## src/rtl/ln_pkg.sv

```systemverilog
// ln_pkg -- shared constants and types for the ln reconstruction scheduler.
//
// Contents:
//   LN2          33-bit fixed-point ln(2) constant used by the datapath
//   EXP_W/Y_W/E_W operand and result widths
//   P_W/D_W      internal product / difference widths
//   OPCNT_W      width of the optional completed-op counter
//   schedState_t scheduler FSM state encoding
//
// Optional feature macro used by this slice: LN_SCHED_PERF_EN.
package ln_pkg;

    localparam int EXP_W   = 6;
    localparam int Y_W     = 28;
    localparam int E_W     = 31;
    localparam int P_W     = 39;
    localparam int D_W     = 34;
    localparam int OPCNT_W = 16;

    localparam logic [32:0] LN2 = 33'h0B1724745;

    typedef enum logic [1:0] {
        IDLE    = 2'd0,
        ISSUE   = 2'd1,
        CAPTURE = 2'd2,
        HOLD    = 2'd3
    } schedState_t;

endpackage

```

## src/rtl/ln_recon_dp.sv

```systemverilog
// ln_recon_dp -- combinational ln reconstruction datapath.
//
// Computes P = exp * LN2 (39 bit), D = P[38:5] - y modulo 2^34 and returns
// D[32:2]. Underflow simply wraps; no error is flagged here.
//
// Ports:
//   iExp  [EXP_W-1:0]  unsigned exponent
//   iY    [Y_W-1:0]    unsigned reduced-argument term
//   oE    [E_W-1:0]    reconstructed result
module ln_recon_dp
    import ln_pkg::*;
(
    input  logic [EXP_W-1:0] iExp,
    input  logic [Y_W-1:0]   iY,
    output logic [E_W-1:0]   oE
);

    logic [P_W-1:0] prod;
    logic [D_W-1:0] diff;
    logic           unusedBits;

    assign prod = P_W'(iExp) * P_W'(LN2);
    // Both operands are 34 bits wide so the subtraction wraps modulo 2^34.
    assign diff = prod[P_W-1:5] - {6'b0, iY};
    assign oE   = diff[32:2];

    // Guard bits below the result LSB and the top wrap bit are dropped.
    assign unusedBits = ^{prod[4:0], diff[D_W-1], diff[1:0]};

endmodule

```

## src/rtl/ln_recon_sched.sv

```systemverilog
// ln_recon_sched -- two-requester scheduler around the ln reconstruction
// datapath. One transaction is outstanding at a time; the FSM walks
// IDLE -> ISSUE -> CAPTURE -> HOLD -> IDLE.
//
// Ports:
//   iClk, iRst_n                 clock (rising edge), async active-low reset
//   iReqk_valid / oReqk_ready    request handshake for requester k in {0,1}
//   iReqk_exp, iReqk_y           operands, sampled only on handshake
//   iReqk_sign                   operand sign; 1 marks the operand invalid
//   oRes_valid / iRes_ready      result handshake
//   oRes_e                       reconstructed result (0 when invalid)
//   oRes_id                      index of the requester that was served
//   oRes_err                     set for an invalid (sign=1) operand
//   oBusy                        high whenever the FSM is not in IDLE
//   oOp_cnt                      saturating completed-op count
//                                (only when LN_SCHED_PERF_EN is defined)
//
// Configuration macro: LN_SCHED_PERF_EN enables the completed-op counter.
module ln_recon_sched
    import ln_pkg::*;
(
    input  logic               iClk,
    input  logic               iRst_n,

    input  logic               iReq0_valid,
    output logic               oReq0_ready,
    input  logic [EXP_W-1:0]   iReq0_exp,
    input  logic [Y_W-1:0]     iReq0_y,
    input  logic               iReq0_sign,

    input  logic               iReq1_valid,
    output logic               oReq1_ready,
    input  logic [EXP_W-1:0]   iReq1_exp,
    input  logic [Y_W-1:0]     iReq1_y,
    input  logic               iReq1_sign,

    output logic               oRes_valid,
    input  logic               iRes_ready,
    output logic [E_W-1:0]     oRes_e,
    output logic               oRes_id,
    output logic               oRes_err,
    output logic               oBusy
`ifdef LN_SCHED_PERF_EN
    ,
    output logic [OPCNT_W-1:0] oOp_cnt
`endif
);

    schedState_t      state;
    schedState_t      nextState;

    logic             lastGrant;
    logic             grantId;
    logic             reqHs;
    logic             loadOp;
    logic             loadRes;
    logic             clrRes;

    logic [EXP_W-1:0] opExp_p0;
    logic [Y_W-1:0]   opY_p0;
    logic             opSign_p0;
    logic             opId_p0;

    logic [E_W-1:0]   dpE;

    // Round-robin: a lone valid requester wins; with both valid, the one
    // not served last wins. lastGrant resets to 1 so requester 0 goes first.
    assign grantId     = iReq1_valid & (~iReq0_valid | ~lastGrant);
    assign oReq0_ready = (state == IDLE) & iReq0_valid & ~grantId;
    assign oReq1_ready = (state == IDLE) & grantId;
    assign reqHs       = (oReq0_ready & iReq0_valid) | (oReq1_ready & iReq1_valid);
    assign oBusy       = (state != IDLE);

    always_ff @(posedge iClk or negedge iRst_n) begin
        if (!iRst_n) begin
            state <= IDLE;
        end else begin
            state <= nextState;
        end
    end

    always_comb begin
        nextState = state;
        loadOp    = 1'b0;
        loadRes   = 1'b0;
        clrRes    = 1'b0;
        case (state)
            IDLE: begin
                if (reqHs) begin
                    loadOp    = 1'b1;
                    nextState = ISSUE;
                end
            end
            ISSUE: begin
                nextState = CAPTURE;
            end
            CAPTURE: begin
                loadRes   = 1'b1;
                nextState = HOLD;
            end
            HOLD: begin
                if (iRes_ready) begin
                    clrRes    = 1'b1;
                    nextState = IDLE;
                end
            end
            default: begin
                nextState = IDLE;
            end
        endcase
    end

    always_ff @(posedge iClk or negedge iRst_n) begin
        if (!iRst_n) begin
            lastGrant <= 1'b1;
        end else if (loadOp) begin
            lastGrant <= grantId;
        end
    end

    // ---- stage p0: operands captured at the request handshake ----
    always_ff @(posedge iClk) begin
        if (loadOp) begin
            opExp_p0  <= grantId ? iReq1_exp  : iReq0_exp;
            opY_p0    <= grantId ? iReq1_y    : iReq0_y;
            opSign_p0 <= grantId ? iReq1_sign : iReq0_sign;
            opId_p0   <= grantId;
        end
    end

    ln_recon_dp uDp (
        .iExp (opExp_p0),
        .iY   (opY_p0),
        .oE   (dpE)
    );

    // ---- stage p1: datapath result captured, held until accepted ----
    always_ff @(posedge iClk or negedge iRst_n) begin
        if (!iRst_n) begin
            oRes_valid <= 1'b0;
            oRes_e     <= '0;
            oRes_id    <= 1'b0;
            oRes_err   <= 1'b0;
        end else if (loadRes) begin
            oRes_valid <= 1'b1;
            oRes_e     <= opSign_p0 ? '0 : dpE;
            oRes_id    <= opId_p0;
            oRes_err   <= opSign_p0;
        end else if (clrRes) begin
            oRes_valid <= 1'b0;
        end
    end

`ifdef LN_SCHED_PERF_EN
    logic [OPCNT_W-1:0] opCnt;

    function automatic logic [OPCNT_W-1:0] satInc(input logic [OPCNT_W-1:0] v);
        return (&v) ? v : v + OPCNT_W'(1);
    endfunction

    // Every accepted result counts, including sign-error results.
    always_ff @(posedge iClk or negedge iRst_n) begin
        if (!iRst_n) begin
            opCnt <= '0;
        end else if (oRes_valid & iRes_ready) begin
            opCnt <= satInc(opCnt);
        end
    end

    assign oOp_cnt = opCnt;
`endif

endmodule
```

## config.mk

```make
export PLATFORM = sky130hd
export DESIGN_NAME = ln_recon_sched
export DESIGN_NICKNAME = d
export VERILOG_FILES = /design/src/rtl/ln_pkg.sv /design/src/rtl/ln_recon_dp.sv /design/src/rtl/ln_recon_sched.sv
export SDC_FILE = /design/constraint.sdc
export NUM_CORES = 1
export LEC_CHECK = 0
export ABC_AREA = 1
export BUFFER_PORTS_ARGS = -buffer_cell sky130_fd_sc_hd__buf_2
export CORE_MARGIN = 2
export CORE_UTILIZATION = 55
export CTS_BUF_LIST = sky130_fd_sc_hd__clkbuf_8
export CTS_CLUSTER_SIZE = 14
export DETAILED_ROUTE_END_ITERATION = 8
export MAX_ROUTING_LAYER = met4
export PLACE_DENSITY = 0.75
export SLEW_MARGIN = 15
export SYNTH_ARGS = -nofsm -noshare
export SYNTH_HDL_FRONTEND = slang
export SYNTH_SLANG_ARGS = --single-unit
```

## constraint.sdc

```tcl
create_clock -name iClk -period 9.3 [get_ports iClk]
set_input_delay 0.93 -clock iClk [delete_from_list [all_inputs] [get_ports iClk]]
set_output_delay 0.93 -clock iClk [all_outputs]
set_load 0.02 [all_outputs]
```

==> metrics <==
area of the multi-input gates 5250 um2; grt met3 use 5.33%; critical path endpoint category flip-flop; fmax 187 MHz; DIE AREA 15,500 um2; Synth-to-Final Area Change 12.0%; synth unique cells 49; Post-Route Skew 0.0145 ns; GP Congestion 0.974; Final Setup Violations 0; # fillers 1,345; H-tree levels 3; DRT antenna net count 0; WS Path Type reg -> reg; cts repair resizes 0; status finished clean; total global routing overflow 0; initial antenna violation count 0; Die X 125 um; CP Max Fanout 10; cell family with most CP delay adder cells; Seq/Total Area, Yosys 25.1%; First DRT Iteration DRCs 564; Final Hold Fails 0; largest net degree at the start of global routing 39; Main synth FF type edfxtp_1; max-slew violations 0; Final min period 5.35 ns; Top Usage Layer GRT met2; RSZ-0062 raised after global routing false; # hold bufs at CTS 0; Sink Count 73; Core Rows 44; # IOs 112; Worst Path Required 9.56 ns; Core Region 14,400 um2; setup ws final 3.95 ns; Slew Limit Headroom 22.0%; setup tns final 0 ns; share of layout cells above drive strength 1 15.7%; final wirelength 21.2 mm; DR vias 7,435; EDFF count, synth 36; initial core utilization 55.7%; routed length per instance 14.9 um; GRT Overall Usage 29.1%; met1 Track Usage GR 37.1%; # DRC 0; synthesized net count 1,324; Post-synth ARST share 50.7%; most common cell after layout, fill and taps aside nand2_1; Setup crit start kind flip-flop; cts bufs inserted 9; Die Y 125 um; Arr. time, crit path 5.61 ns; register area 2010 um2; TritonRoute pass-1 iters 5; met2 Use GR 47.4%; post-synthesis area per instance 7.12 um2; first-pass GRT wire length 35.4 mm; Crit path top cell by count nand2_1; Cell Chain, Critical Path fa_1 -> inv_1 -> fa_1 -> fa_1 -> inv_1 -> ha_1 -> nand2_1 -> inv_1 -> a21oi_1 -> nand2_1 -> a31oi_1 -> xnor2_1 -> ha_1 -> nand2_1 -> nor2_1 -> nand2_1 -> nor4_1 -> nand2_1 -> nand2_1 -> nand4_1 -> nand2_1 -> nand2_1 -> nand3_1 -> nand2_1; crit path buf inv count 3; PortBufs 111; final worst path period share 57.5%; pre-CTS setup slack 4.00 ns; worst-skew pair later-pin latency 0.38 ns; DR vias/cell 5.22; MaxCap Viol Count 0; Yosys reg bits 73; Post-CTS Setup Bufs 0; number of global-route vias before repair 7,383; CTS tree done; slowest stage cell, crit path fa_1; synth warn 0; most frequent cells in the layout 368 x nand2_1, 168 x inv_1, 111 x buf_2, 108 x ha_1, 75 x a21oi_1; clock tree buffer depth 2; Diodes inserted 0; Final nets 1,435; clk slew on worst S/H paths 0.08 ns; HPWL Detailed 17.7 mm; slowest stage delay, CP 0.64 ns; Gate Count Post-Synth 1,123; Post-Syn Area 8000 um2; CTS root buffer clkbuf_8; Slew @ Worst Pin 1.17 ns; Hold Crit Class reg -> reg
flip-flops by register name, indices dropped and copies added (netlist names):
| register | cells |
|---|---|
| opId_p0 | 1 |
| state | 2 |
| lastGrant | 1 |
| oRes_valid | 1 |
| oRes_id | 1 |
| oRes_e | 31 |
| opY_p0 | 28 |
| opExp_p0 | 6 |
| opSign_p0 | 1 |
| oRes_err | 1 |
layout make-up:
type	instances	area share, %
clock buffers	9	1.38
multi-input cells	857	58.6
well taps	184	2.57
inverters	179	7.50
repair buffers	114	6.45
flip-flops and latches	73	22.4
clock inverters	7	1.05
worst min-delay path: cells and delay by family, from the launching register on:
family | cells | cell delay [ns]
flops | 1 | 0.33
simple gates | 2 | 0.11
cell usage after synthesis (all sizes together) (2+ instances only):
| cell | count | area share, % |
|---|---|---|
| a21o | 11 | 1.0 |
| a21oi | 80 | 5.3 |
| a31oi | 7 | 0.55 |
| a32o | 2 | 0.25 |
| and3 | 3 | 0.23 |
| buf | 5 | 0.44 |
| clkbuf | 8 | 0.38 |
| dfrtp | 36 | 11 |
| edfxtp | 36 | 14 |
| fa | 18 | 4.5 |
| ha | 108 | 17 |
| inv | 178 | 8.4 |
| nand2 | 393 | 19 |
| nand3 | 31 | 2.4 |
| nand3b | 4 | 0.53 |
| nand4 | 12 | 0.94 |
| nor2 | 83 | 4.7 |
| nor3 | 5 | 0.38 |
| nor3b | 2 | 0.25 |
| nor4 | 3 | 0.23 |
| o21a | 2 | 0.19 |
| o21ai | 46 | 3.0 |
| o21bai | 5 | 0.47 |
| o31ai | 4 | 0.38 |
| or2 | 4 | 0.31 |
| xnor2 | 13 | 1.4 |
| xor2 | 19 | 2.1 |
metal layers:
layer / vias to the layer above / routed length (um)
met5: - / 0
met4: 0 / 514
met3: 35 / 1200
met2: 242 / 9950
met1: 3321 / 9570
li1: 3837 / -
per-stage QoR:
| stage | std cells | hold WS (ns) | area [um2] | util [%] |
|---|---|---|---|---|
| global route | 1423 | 0.494 | 8960 | 62.3 |
| floorplan | 1123 | 0.426 | 8000 | - |
| finish | 1423 | 0.468 | 8960 | 62.3 |
| detailed placement | 1407 | 0.452 | 8740 | 60.8 |
| global placement | 1407 | 0.444 | 8740 | 60.8 |
| CTS | 1423 | 0.472 | 8960 | 62.3 |
final timing paths:
kind	start	to	slack, ns	cells past startpoint
hold / removal	opId_p0	oRes_id	0.47	2
setup / recovery	opExp_p0[4]	oRes_e[29]	3.95	24
max in group asynchronous	iRst_n	oRes_e[3]	8.05	1
setup reg to reg	opExp_p0[4]	oRes_e[29]	3.95	24
min in group asynchronous	iRst_n	oRes_e[21]	0.67	1
hold reg to reg	opId_p0	oRes_id	0.47	2
kinds of logic (layout without fill, tap and decap cells):
logic type	after synthesis	in the layout	synth area share (%)
and+or+nand+nor	540	540	29.3
buffers and inverters	193	309	9.33
AOI/OAI and AO/OA	159	159	11.3
adders and majority gates	126	126	21.4
DFF	73	73	25.1
xor gates and xnor gates	32	32	3.50
Power is not shown: default switching activity piles up to over one toggle a cycle in this logic, so the estimate is an artifact.
